File: src/rtl/adder_arb_pkg.sv
// adder_arb_pkg: shared response-FSM state type and grant-counter width for adder_arbiter
package adder_arb_pkg;
    typedef enum logic {EMPTY, FULL} state_t;
    localparam int CNT_W = 16;
endpackage

File: src/rtl/carry_lookahead_adder.sv
// carry_lookahead_adder: WIDTH-bit unsigned adder built from generate/propagate terms
//   i_a, i_b operands   i_cin carry in   o_sum sum bits   o_cout carry out
module carry_lookahead_adder #(
    parameter int WIDTH = 32
) (
    input  logic [WIDTH-1:0] i_a,
    input  logic [WIDTH-1:0] i_b,
    input  logic             i_cin,
    output logic [WIDTH-1:0] o_sum,
    output logic             o_cout
);
    logic [WIDTH-1:0] w_g;
    logic [WIDTH-1:0] w_p;
    logic [WIDTH:0]   w_c;
    assign w_g = i_a & i_b;
    assign w_p = i_a ^ i_b;
    always_comb begin
        w_c[0] = i_cin;
        for (int i = 0; i < WIDTH; i++)
            w_c[i+1] = w_g[i] | (w_p[i] & w_c[i]);
    end
    assign o_sum  = w_p ^ w_c[WIDTH-1:0];
    assign o_cout = w_c[WIDTH];
endmodule

File: src/rtl/rr_arbiter.sv
// rr_arbiter: combinational round-robin picker starting the search at i_ptr
//   i_req  requester valids        i_ptr  first index to consider   i_en  allow the grant
//   o_gnt  one-hot grant (0 if none or !i_en)                        o_idx encoded winner
module rr_arbiter #(
    parameter int NREQ = 4,
    parameter int IDW  = $clog2(NREQ)
) (
    input  logic [NREQ-1:0] i_req,
    input  logic [IDW-1:0]  i_ptr,
    input  logic            i_en,
    output logic [NREQ-1:0] o_gnt,
    output logic [IDW-1:0]  o_idx
);
    logic w_found;
    always_comb begin
        int k;
        o_gnt   = '0;
        o_idx   = '0;
        w_found = 1'b0;
        for (int i = 0; i < NREQ; i++) begin
            k = int'(i_ptr) + i;
            k = (k >= NREQ) ? k - NREQ : k;
            if (!w_found && i_req[k]) begin
                w_found = 1'b1;
                o_idx   = IDW'(k);
            end
        end
        o_gnt[o_idx] = w_found & i_en;
    end
endmodule

File: src/rtl/adder_arbiter.sv
// adder_arbiter: round-robin sharing of one adder among NREQ valid/ready requesters
//   i_clk, i_rst_n (sync, active-low)
//   i_req_valid/o_req_ready/i_req_a/i_req_b  per-requester operand channels (packed by index)
//   o_rsp_valid/i_rsp_ready/o_rsp_id/o_rsp_sum  single registered response {carry, sum}
//   o_grant_cnt  saturating per-requester grant counters, only with ADDER_ARB_STATS_EN
module adder_arbiter
    import adder_arb_pkg::*;
#(
    parameter  int WIDTH = 32,
    parameter  int NREQ  = 4,
    localparam int IDW   = $clog2(NREQ)
) (
    input  logic                  i_clk,
    input  logic                  i_rst_n,
    input  logic [NREQ-1:0]       i_req_valid,
    output logic [NREQ-1:0]       o_req_ready,
    input  logic [NREQ*WIDTH-1:0] i_req_a,
    input  logic [NREQ*WIDTH-1:0] i_req_b,
    output logic                  o_rsp_valid,
    input  logic                  i_rsp_ready,
    output logic [IDW-1:0]        o_rsp_id,
`ifdef ADDER_ARB_STATS_EN
    output logic [WIDTH:0]        o_rsp_sum,
    output logic [NREQ*CNT_W-1:0] o_grant_cnt
`else
    output logic [WIDTH:0]        o_rsp_sum
`endif
);
    state_t           r_state;
    logic [IDW-1:0]   r_ptr;
    logic [NREQ-1:0]  w_gnt;
    logic [IDW-1:0]   w_idx;
    logic             w_grant;
    logic             w_can_accept;
    logic [WIDTH-1:0] w_sum;
    logic             w_cout;

    // A pop in the same cycle frees the register, so a full slot can still accept
    assign w_can_accept = i_rst_n & ((r_state == EMPTY) | i_rsp_ready);
    assign o_req_ready  = w_gnt;
    assign w_grant      = |w_gnt;

    rr_arbiter #(.NREQ(NREQ), .IDW(IDW)) u_arb (
        .i_req (i_req_valid),
        .i_ptr (r_ptr),
        .i_en  (w_can_accept),
        .o_gnt (w_gnt),
        .o_idx (w_idx)
    );

    carry_lookahead_adder #(.WIDTH(WIDTH)) u_add (
        .i_a    (i_req_a[w_idx*WIDTH +: WIDTH]),
        .i_b    (i_req_b[w_idx*WIDTH +: WIDTH]),
        .i_cin  (1'b0),
        .o_sum  (w_sum),
        .o_cout (w_cout)
    );

    always_ff @(posedge i_clk) begin
        if (!i_rst_n) begin
            r_state     <= EMPTY;
            r_ptr       <= '0;
            o_rsp_valid <= 1'b0;
            o_rsp_id    <= '0;
            o_rsp_sum   <= '0;
        end else if (w_grant) begin
            r_state     <= FULL;
            r_ptr       <= (w_idx == IDW'(NREQ - 1)) ? '0 : w_idx + IDW'(1);
            o_rsp_valid <= 1'b1;
            o_rsp_id    <= w_idx;
            o_rsp_sum   <= {w_cout, w_sum};
        end else if (o_rsp_valid && i_rsp_ready) begin
            r_state     <= EMPTY;
            o_rsp_valid <= 1'b0;
        end
    end

`ifdef ADDER_ARB_STATS_EN
    always_ff @(posedge i_clk) begin
        if (!i_rst_n)
            o_grant_cnt <= '0;
        else
            for (int k = 0; k < NREQ; k++)
                if (w_gnt[k] && o_grant_cnt[k*CNT_W +: CNT_W] != '1)
                    o_grant_cnt[k*CNT_W +: CNT_W] <= o_grant_cnt[k*CNT_W +: CNT_W] + CNT_W'(1);
    end
`endif
endmodule
File: config.mk
export PLATFORM = sky130hd
export DESIGN_NAME = adder_arbiter
export DESIGN_NICKNAME = d
export VERILOG_FILES = /design/src/rtl/adder_arb_pkg.sv /design/src/rtl/carry_lookahead_adder.sv /design/src/rtl/rr_arbiter.sv /design/src/rtl/adder_arbiter.sv
export SDC_FILE = /design/constraint.sdc
export NUM_CORES = 1
export LEC_CHECK = 0
export ABC_AREA = 1
export ABC_CLOCK_PERIOD_IN_PS = 32800
export BUFFER_PORTS_ARGS = -buffer_cell sky130_fd_sc_hd__buf_4
export CORE_AREA = 3 3 116 118
export DETAILED_ROUTE_END_ITERATION = 8
export DIE_AREA = 0 0 119 121
export GPL_TIMING_DRIVEN = 1
export HOLD_SLACK_MARGIN = 0.05
export PLACE_DENSITY = 0.77
export SYNTH_ARGS = -nofsm -noshare
export SYNTH_HDL_FRONTEND = slang
export SYNTH_SLANG_ARGS = --single-unit
File: constraint.sdc
create_clock -name i_clk -period 32.8 [get_ports i_clk]
set_input_delay 1.64 -clock i_clk [delete_from_list [all_inputs] [get_ports i_clk]]
set_output_delay 1.64 -clock i_clk [all_outputs]
set_load 0.01 [all_outputs]
After elaboration in Yosys (flattened, before gate mapping)
Cells that the tools add are included.
{"block": "word_totals", "input_bits": 263, "wordCells": 134, "out_inout_bits": 40, "reg_bits": 38}
{"block": "classes", "reduce_logical": 10, "n_lt_le_gt_ge": 10, "n_bitwise": 70, "shift": 2, "n_mux": 29, "addsub": 8, "n_eq_ne": 1}
{"operator": "variable part select 128 x 8 -> 32 bit", "n": 2}
{"operator": "< comparator 32 x 4 -> 1 bit, second input constant", "n": 4}
{"operator": "two-way mux 32 bit", "n": 4}
{"operator": ">= comparator 32 x 4 -> 1 bit, second input constant", "n": 3}
{"operator": "subtractor 32 x 4 -> 32 bit, second input constant", "n": 3}
{"operator": "bitwise XOR 32 bit", "n": 2}
{"operator": "bitwise AND 1 bit", "n": 33}
{"operator": "bitwise AND 32 bit", "n": 1}
{"operator": "bitwise OR 1 bit", "n": 32}
{"operator": "two-way mux 1 bit", "n": 15}
{"operator": "two-way mux 2 bit", "n": 5}
{"operator": "binary-select mux 1 bit (select 2 bit)", "n": 4}
{"operator": "adder 2 x 2 -> 3 bit, second input constant", "n": 2}
{"operator": "logical AND 1 bit", "n": 5}
{"operator": "bitwise AND 4 bit", "n": 1}
{"operator": "OR reduction 4 bit", "n": 1}
{"operator": "subtractor 2 x 3 -> 4 bit, second input constant", "n": 1}
{"operator": "adder 2 x 1 -> 3 bit, second input constant", "n": 1}
{"operator": ">= comparator 2 x 3 -> 1 bit, second input constant", "n": 1}
{"operator": "logical NOT 1 bit", "n": 3}
{"operator": "< comparator 2 x 3 -> 1 bit, second input constant", "n": 1}
{"operator": "adder 2 x 1 -> 2 bit, second input constant", "n": 1}
{"operator": "demux 1 bit (select 2 bit)", "n": 1}
{"operator": "== test 2 bit, second input constant", "n": 1}
{"operator": "3 further kinds", "n": 3}

Logic depth before layout (Yosys ltp)
Gate-level depths: netlist of the first run.
{"block": "logic_depth", "depth_word": 79, "ltp_mapped": 50, "depth_no_buf": 48}

Hierarchy
A second synthesis of the first run with hierarchy kept.
{"block": "hier_totals", "hier_cells": 861, "area_unflattened_um2": 5013.6}
{"module": "adder_arbiter", "cells_each": 745, "area_each_um2": 4006.3, "n_inst": 1, "seq_area_each_um2": 760.7}
{"module": "carry_lookahead_adder", "cells_each": 42, "area_each_um2": 678.2, "n_inst": 1, "seq_area_each_um2": 0.0}
{"module": "rr_arbiter", "cells_each": 74, "area_each_um2": 329.1, "n_inst": 1, "seq_area_each_um2": 0.0}

Worst setup path before layout of the first run
Ideal clock, no wire load.
{"block": "synth_path", "path_kind": "input to register", "startpoint": "in i_req_valid[3]", "endpoint": "reg o_rsp_sum[31]", "setup_ns": 0.113, "slack_ns": 16.539, "arrival_time_ns": 16.149, "stages": 49, "required_time_ns": 32.687, "path_buffers": 2, "cell_sequence": "inv_1 > nand2_1 > nand3_1 > nand2_1 > nor2_4 > nand3_1 > nand4_1 > nand2_1 > inv_1 > buf_2 > buf_2 > nand3_1 > nand2_1 > ha_1 > fa_1 > fa_1 > fa_1 > inv_1 > [... 13 more ...] > fa_1 > fa_1 > fa_1 > fa_1 > fa_1 > fa_1 > fa_1 > fa_1 > fa_1 > fa_1 > fa_1 > fa_1 > fa_1 > fa_1 > inv_1 > fa_1 > nor2_1 > nor2_1"}
{"block": "synth_between", "elab_chain_cells": 76, "elab_cells_between_ends": 99, "cone_classes": "order compare (2); shift (2); mux (22); bitwise (65); reduce/logical (8)"}
{"item": "start: declaration", "line_no": "adder_arbiter.sv:15", "text": "input logic [NREQ-1:0] i_req_valid,"}
{"item": "binary-select mux 1 bit (select 2 bit)", "line_no": "rr_arbiter.sv:23", "text": "if (!w_found && i_req[k]) begin"}
{"item": "two-way mux 1 bit (not written as such) (2 in a row)", "line_no": "rr_arbiter.sv:23"}
{"item": "two-way mux 1 bit", "line_no": "rr_arbiter.sv:23"}
{"item": "logical NOT 1 bit", "line_no": "rr_arbiter.sv:23"}
{"item": "logical AND 1 bit", "line_no": "rr_arbiter.sv:23"}
{"item": "two-way mux 1 bit", "line_no": "rr_arbiter.sv:23"}
{"item": "logical NOT 1 bit", "line_no": "rr_arbiter.sv:23"}
{"item": "logical AND 1 bit", "line_no": "rr_arbiter.sv:23"}
{"item": "[... 60 more ...]"}
{"item": "bitwise AND 1 bit", "line_no": "carry_lookahead_adder.sv:20", "text": "w_c[i+1] = w_g[i] | (w_p[i] & w_c[i]);"}
{"item": "bitwise OR 1 bit", "line_no": "carry_lookahead_adder.sv:20"}
{"item": "bitwise AND 1 bit", "line_no": "carry_lookahead_adder.sv:20"}
{"item": "bitwise OR 1 bit", "line_no": "carry_lookahead_adder.sv:20"}
{"item": "bitwise AND 1 bit", "line_no": "carry_lookahead_adder.sv:20"}
{"item": "bitwise OR 1 bit", "line_no": "carry_lookahead_adder.sv:20"}
{"item": "bitwise XOR 32 bit (*)", "line_no": "carry_lookahead_adder.sv:22", "text": "assign o_sum = w_p ^ w_c[WIDTH-1:0];"}
{"item": "via u_add.o_sum[31]", "line_no": "carry_lookahead_adder.sv:9", "text": "output logic [WIDTH-1:0] o_sum,"}
{"item": "end signal: assignment", "line_no": "adder_arbiter.sv:71", "text": "o_rsp_sum <= {w_cout, w_sum};"}
{"item": "end: declaration", "line_no": "adder_arbiter.sv:26", "text": "output logic [WIDTH:0] o_rsp_sum"}
The timed path passes the listed nets; every way through them passes the cells marked *. The select of a mux whose other input is x is not followed.
A chain may end at the register's enable or synchronous reset.

Worst setup path in the final report of the first run
{"block": "layout_path", "startpoint": "in i_req_valid[0]", "endpoint": "reg o_rsp_sum[31]"}
The elaborated chain is that of the path after synthesis.

==> PnR_summary.wiki, run 1 <==
{| class="wikitable"
! Metric !! Value
|-
| #FFs+latches synth || 38
|-
| Worst vdd ir || 77.2 µV
|-
| Gate count of the mapped netlist || 895
|-
| Highest routing layer actually used || met4
|-
| CP Class || input pin to flip-flop
|-
| Post-layout instance area || 0.00768 mm²
|-
| Post-synth top area share || 18.4%
|-
| TritonCTS clock tree || yes
|-
| Via-to-Cell Ratio || 5.49
|-
| Final hold vios || 0
|-
| Total wire length || 21,600 µm
|-
| Capturing element type of the critical path || flip-flop
|-
| Clock latency on the worst-skew pair || 280 ps
|-
| Detailed-route via count || 7,140
|-
| Final worst path period share || 53.2%
|-
| Fin crit period || 17,440 ps
|-
| Nets || 1,427
|-
| DRT iter0 DRCs || 890
|-
| Worst slew margin relative to its limit || 29.8%
|-
| Average instance area after synthesis || 5.89 µm²
|-
| Total Routing Usage GR || 27.7%
|-
| Clock skew || 4.59 ps
|-
| Root buffer cell || sky130_fd_sc_hd__clkbuf_16
|-
| Final Slew Violations || 0
|-
| Cell types with the largest area share after synthesis || sky130_fd_sc_hd__nand2_1 18%, sky130_fd_sc_hd__nand4_1 15%, sky130_fd_sc_hd__dfxtp_1 14%, sky130_fd_sc_hd__nand3_1 13%, sky130_fd_sc_hd__fa_1 12%
|-
| Run status || completed
|-
| Vias in the first global route || 6,329
|-
| Number of buffer cells added on primary ports || 302
|-
| Slowest Stage Delay on Critical Path || 620 ps
|-
| Number of cells upsized or downsized after cts || 0
|-
| Logic depth of the worst register-to-register path || 46
|-
| Number of antenna violations at the first check in global routing || 0
|-
| Number of nets with antenna violations after routing || 0
|-
| Combinational family with the most area after synthesis || simple AND/OR/NAND/NOR gates
|-
| Standard-cell rows || 41
|-
| Most frequent CP cell || sky130_fd_sc_hd__fa_1
|-
| Post-synthesis instance area || 0.00527 mm²
|-
| Actual slew at the worst max-slew pin || 1050 ps
|-
| Unrepaired setup endpoints after global routing || false
|-
| Share of synthesized cell area in and, or, nand and nor gates || 58.0%
|-
| Critical path arrival || 17,610 ps
|-
| Power per unit of standard cell area || 149 mW/mm²
|-
| Clock-pin slew reported for the worst setup and hold paths after clock tree synthesis || 60 ps
|-
| Launching point of the worst reg2reg path || r_ptr[0]$_SDFFE_PN0P_
|-
| Reported leakage power || 4.21 nW
|-
| Share of the synthesized netlist area taken by xor and xnor gates || 0%
|-
| Compound-cell area share of the yosys netlist || 1.04%
|-
| Count of H-tree levels built during CTS || 2
|-
| Average wire length per cell after detail routing || 16.6 µm
|-
| Maximum number of pins on one net before global-route repair || 93
|-
| Setup bufs post-CTS || 0
|-
| Top achievable clock speed || 57.4 MHz
|-
| Net count after synthesis || 1,194
|-
| Worst setup path start || i_req_valid[0]
|-
| Leading area contributor after synthesis || sky130_fd_sc_hd__nand2_1
|-
| Critical path required time || 32,970 ps
|-
| Core region area || 0.0126 mm²
|-
| RR Endpoint || o_rsp_sum[31]$_SDFFE_PN0P_
|-
| Cts-stage hold buffer count || 0
|-
| Final-report setup violation count || 0
|-
| Number of design rule violations left after detail routing || 0
|-
| Routed met3 length || 2090 µm
|-
| Standard cell area after detailed placement || 0.00748 mm²
|-
| Synth Warn # || 0
|-
| Fraction of final layout cells sized beyond drive strength 1 || 29.3%
|-
| Post-Synth Adder-Cell Area || 13.0%
|-
| I/O pin total || 303
|-
| Multiplexer fraction of the synthesized cell area || 0%
|-
| Wire length on met1 || 8780 µm
|-
| First-pass iteration count of the detailed router || 6
|-
| Path category of the worst min-delay check || flip-flop to flip-flop
|-
| FF-to-FF setup slack || 15,970 ps
|-
| Antenna diode count || 0
|-
| Highest-delay cell along the critical path || sky130_fd_sc_hd__nand3_4
|-
| CP max FO || 72
|-
| DIE WIDTH || 119 µm
|-
| Die height || 121 µm
|-
| Placed wire-length estimate || 16,100 µm
|-
| Critical Path Start Type || input pin
|-
| Sequential-to-total area share from yosys stat || 14.4%
|-
| Routability congestion estimate || 0.934
|-
| Final global-route overflow total || 0
|-
| Global-route wire length before repair || 32,700 µm
|-
| Area enclosed by the die boundary || 0.0144 mm²
|-
| Layout overhead on the synthesized area || 45.7%
|-
| Crit path capture || o_rsp_sum[31]$_SDFFE_PN0P_
|-
| Initial core utilization || 42.0%
|-
| Clk sink count || 38
|-
| DR WL met2 || 10,300 µm
|-
| Cell variety after synth || 22
|-
| Fin Setup TNS || 0 ps
|-
| Count of max-cap constraint violations || 0
|-
| Cts bufs inserted || 5
|-
| Max Root-Sink Buffers || 2
|}
==> Yosys cell counts (all sizes together) <==
library cell,n
buf,55
nand3,139
fa,31
nor2,79
clkbuf,29
dfxtp,38
o21ai,5
nand4,130
nand3b,33
ha,5
nand2,260
a21oi,1
inv,88
o211ai,2
==> metal layers <==
layer,up-vias,global-route usage (%)
met4,0,5.36
met3,28,4.15
met2,407,45.1
li1,3432,-
met5,-,0
met1,3273,39.2
==> report_power, final <==
group / leakage (nW) / switching [mW] / internal [mW] / total [mW]
Clock: 0.0971 / 0.0181 / 0.0456 / 0.0637
Sequential: 0.315 / 0.0107 / 0.0653 / 0.0760
Combinational: 3.80 / 0.639 / 0.364 / 1.00
==> logic make-up after synthesis <==
family / Yosys count
compound gates: 8
fa+ha+maj: 36
buf+inv: 172
flops: 38
simple gates: 641
==> placed cells by master (no fill, tap or decap) <==
master	n
sky130_fd_sc_hd__nand3b_1	33
sky130_fd_sc_hd__nand2_1	256
sky130_fd_sc_hd__o211ai_4	2
sky130_fd_sc_hd__a21oi_1	1
sky130_fd_sc_hd__nor2_1	78
sky130_fd_sc_hd__inv_1	85
sky130_fd_sc_hd__nand2_4	2
sky130_fd_sc_hd__o21ai_1	2
sky130_fd_sc_hd__buf_4	310
sky130_fd_sc_hd__nor2_4	1
sky130_fd_sc_hd__dfxtp_1	38
sky130_fd_sc_hd__nand3_4	3
sky130_fd_sc_hd__fa_1	31
sky130_fd_sc_hd__o21ai_0	3
sky130_fd_sc_hd__inv_2	3
sky130_fd_sc_hd__bufinv_16	2
sky130_fd_sc_hd__clkbuf_8	1
sky130_fd_sc_hd__nand4_1	130
sky130_fd_sc_hd__nand2_2	2
sky130_fd_sc_hd__ha_1	5
sky130_fd_sc_hd__clkbuf_16	5
sky130_fd_sc_hd__nand3_1	136
==> flip-flops by register name (all words and copies together) (netlist names) <==
| signal | count |
|---|---|
| o_rsp_id | 2 |
| o_rsp_sum | 33 |
| r_ptr | 2 |
| r_state | 1 |
==> stage by stage <==
step	setup slack (ps)	hold slack (ps)	power (mW)	cells	util [%]
2_1_floorplan	16540	502	0.787	895	-
4_1_cts	15300	491	1.14	1301	61.1
5_1_grt	14540	515	1.28	1301	61.1
3_5_place_dp	15030	481	1.06	1293	59.5
3_3_place_gp	15190	478	1.05	1293	59.5
6_report	15360	490	1.14	1301	61.1
==> worst min path at each step <==
stage	slack, ps	to	depth (start not counted)	start
global placement	480	o_rsp_id[0]$_SDFFE_PN0P_	2	o_rsp_id[0]$_SDFFE_PN0P_
global route	520	o_rsp_id[0]$_SDFFE_PN0P_	2	o_rsp_id[0]$_SDFFE_PN0P_
detailed placement	480	o_rsp_id[0]$_SDFFE_PN0P_	2	o_rsp_id[0]$_SDFFE_PN0P_
finish	490	o_rsp_id[0]$_SDFFE_PN0P_	2	o_rsp_id[0]$_SDFFE_PN0P_
floorplan	500	o_rsp_id[0]$_SDFFE_PN0P_	2	o_rsp_id[0]$_SDFFE_PN0P_
CTS	490	o_rsp_id[0]$_SDFFE_PN0P_	2	o_rsp_id[0]$_SDFFE_PN0P_
==> critical path: cells and delay by family <==
family	cells	cell delay, ps
buffers and inverters	5	380
AOI/OAI and AO/OA	1	180
and+or+nand+nor	9	1930
adders and majority gates	32	13440
==> cell type report <==
| type | count | area (µm²) |
|---|---|---|
| fill | 1245 | 4890 |
| multi-input combinational | 685 | 3850 |
| timing repair buffer | 310 | 2330 |
| sequential | 38 | 761 |
| inverter | 88 | 330 |
| tap | 172 | 215 |
| clock buffer | 6 | 139 |
| clock inverter | 2 | 60.1 |
Power figures use the tool's default switching activity.
==> run 2, diff against run 1 <==
Settings changed: ABC_CLOCK_PERIOD_IN_PS 32800 to 15750, CORE_AREA 3 3 116 118 to default, CORE_MARGIN from default to 3, CORE_UTILIZATION from default to 41, DIE_AREA 0 0 119 121 to default, PLACE_DENSITY 0.77 to 0.79.
Clock period 32.8 ns to 15.75 ns, I/O delays scaled along.
==> run 2 against run 1 <==
  * Power increased by 120%
  * Largest cell class unchanged
  * Sequential power grew 100%
  * Register-to-register slack got worse by 15000 ps
  * Sequential share of layout area shrank 0.32 points
==> PnR_summary.wiki, run 2 (same netlist as run 1, synthesis figures left out) <==
{| class="wikitable"
! Metric !! Value
|-
| Total wire length || 22,300 µm
|-
| Clock latency on the worst-skew pair || 280 ps
|-
| DIE WIDTH || 119 µm
|-
| Final worst path period share || 96.0%
|-
| Fin crit period || 15,120 ps
|-
| Critical path required time || 15,930 ps
|-
| Number of antenna violations at the first check in global routing || 0
|-
| Largest registers in the final layout || o_rsp_sum (33), o_rsp_id (2), r_ptr (2)
|-
| Actual slew at the worst max-slew pin || 1040 ps
|-
| Filler Cell Count || 1,213
|-
| Maximum number of pins on one net before global-route repair || 63
|-
| Average wire length per cell after detail routing || 16.8 µm
|-
| Max Root-Sink Buffers || 2
|-
| Count of H-tree levels built during CTS || 2
|-
| FF-to-FF setup slack || 690 ps
|-
| Total Routing Usage GR || 28.9%
|-
| Unrepaired setup endpoints after global routing || false
|-
| Commonest cells after routing, fill and taps aside || 334 x sky130_fd_sc_hd__buf_4, 256 x sky130_fd_sc_hd__nand2_1, 136 x sky130_fd_sc_hd__nand3_1, 130 x sky130_fd_sc_hd__nand4_1, 83 x sky130_fd_sc_hd__inv_1
|-
| Most common cell after layout, fill and taps aside || sky130_fd_sc_hd__buf_4
|-
| Die height || 119 µm
|-
| Worst vdd ir || 206 µV
|-
| DRT iter0 DRCs || 687
|-
| Via-to-Cell Ratio || 5.35
|-
| Layout overhead on the synthesized area || 50.6%
|-
| Area enclosed by the die boundary || 0.0143 mm²
|-
| Number of design rule violations left after detail routing || 0
|-
| Initial core utilization || 42.8%
|-
| Reported leakage power || 4.34 nW
|-
| CP Class || input pin to flip-flop
|-
| CP max FO || 4
|-
| Core region area || 0.0123 mm²
|-
| Final hold vios || 0
|-
| Clock-pin slew reported for the worst setup and hold paths after clock tree synthesis || 60 ps
|-
| Final-report setup violation count || 0
|-
| Root buffer cell || sky130_fd_sc_hd__clkbuf_16
|-
| Critical path arrival || 15,300 ps
|-
| Worst slew margin relative to its limit || 30.4%
|-
| Clock skew || 7.74 ps
|-
| Clk sink count || 38
|-
| Vias in the first global route || 6,436
|-
| Run status || completed
|-
| Fraction of final layout cells sized beyond drive strength 1 || 31.8%
|-
| Number of buffer cells added on primary ports || 302
|-
| Capturing element type of the critical path || flip-flop
|-
| Highest-delay cell along the critical path || sky130_fd_sc_hd__fa_1
|-
| Count of max-cap constraint violations || 0
|-
| Sequential cell area || 761 µm²
|-
| Post-Route Utilization || 64.5%
|-
| Top achievable clock speed || 66.2 MHz
|-
| Final global-route overflow total || 0
|-
| Fin cells || 1,324
|-
| Flip-flop count of the largest register after layout || 33
|-
| Cts bufs inserted || 5
|-
| Placed Cells || 1,316
|-
| Path category of the worst min-delay check || flip-flop to flip-flop
|-
| Detailed-route via count || 7,080
|-
| I/O pin total || 303
|-
| Most frequent CP cell || sky130_fd_sc_hd__fa_1
|-
| Number of nets with antenna violations after routing || 0
|-
| Nets || 1,454
|-
| Critical Path Start Type || input pin
|-
| Placed wire-length estimate || 17,500 µm
|-
| Antenna diode count || 0
|-
| Reg with most FFs || o_rsp_sum
|-
| Routability congestion estimate || 0.960
|-
| First-pass iteration count of the detailed router || 8
|-
| Final Slew Violations || 0
|-
| Hold WS || 494 ps
|-
| Cts-stage hold buffer count || 0
|-
| Power per unit of standard cell area || 316 mW/mm²
|-
| Standard-cell rows || 40
|-
| Area taken by multi-input logic gates || 0.00387 mm²
|-
| Global-route wire length before repair || 33,600 µm
|-
| Slowest Stage Delay on Critical Path || 470 ps
|-
| TritonCTS clock tree || yes
|}
[run 2: cell count changes in the layout (fill, tap and decap cells not counted), sizes merged]
cell | previous run | this run
buf | 310 | 337
[run 2: critical path, delay by kind of cell]
kind | cells | cell delay (ps)
adder cells (fa/ha/maj) | 32 | 13040
buffers and inverters | 5 | 420
AND/OR/NAND/NOR | 10 | 1030
[run 2: stage by stage]
stage          setup slack (ps)  setup TNS (ps)  power [mW]  area (µm²)
5_1_grt                    18.4               0        2.80        7940
3_3_place_gp               32.8               0        2.28        7720
3_5_place_dp               -218            -218        2.32        7720
2_1_floorplan               341               0        1.64        5270
6_report                    633               0        2.51        7940
4_1_cts                    63.5               0        2.47        7920
[run 2: path summary, 6_finish.rpt]
kind                                          startpoint                    endpoint  cells after the start
worst min register to register  o_rsp_id[1]$_SDFFE_PN0P_    o_rsp_id[1]$_SDFFE_PN0P_                      2
worst max-delay path                      i_req_valid[3]  o_rsp_sum[31]$_SDFFE_PN0P_                     47
worst min-delay path            o_rsp_id[1]$_SDFFE_PN0P_    o_rsp_id[1]$_SDFFE_PN0P_                      2
worst max register to register     r_ptr[0]$_SDFFE_PN0P_  o_rsp_sum[31]$_SDFFE_PN0P_                     48
[run 2: layer usage]
layer | track usage [%] | wire length (µm)
met5 | 0 | 0
met4 | 5.65 | 366
met3 | 5.56 | 1930
met2 | 47.2 | 10700
met1 | 40.0 | 9300
[run 2: final cells by class]
| type | instances | share of cell area (%) |
|---|---|---|
| inverter | 88 | 4.19 |
| clock inverter | 2 | 0.756 |
| sequential | 38 | 9.58 |
| tap | 168 | 2.65 |
| clock buffer | 6 | 1.75 |
| multi-input combinational | 685 | 48.7 |
| timing repair buffer | 337 | 32.3 |
[run 2: what timing repair did]
action | 4_1_cts | 5_1_grt
endpoints found under the setup margin | 0 | 3
hold endpoints to repair | 0 | 0
setup buffers | 0 | 0
resized for setup | 0 | 11
[run 2: report_power, final]
| part | total [mW] | switching (mW) | internal [mW] | leakage [nW] |
|---|---|---|---|---|
| registers | 0.155 | 0.0195 | 0.136 | 0.315 |
| logic | 2.22 | 1.38 | 0.831 | 3.93 |
| clock network | 0.136 | 0.0409 | 0.0951 | 0.0971 |
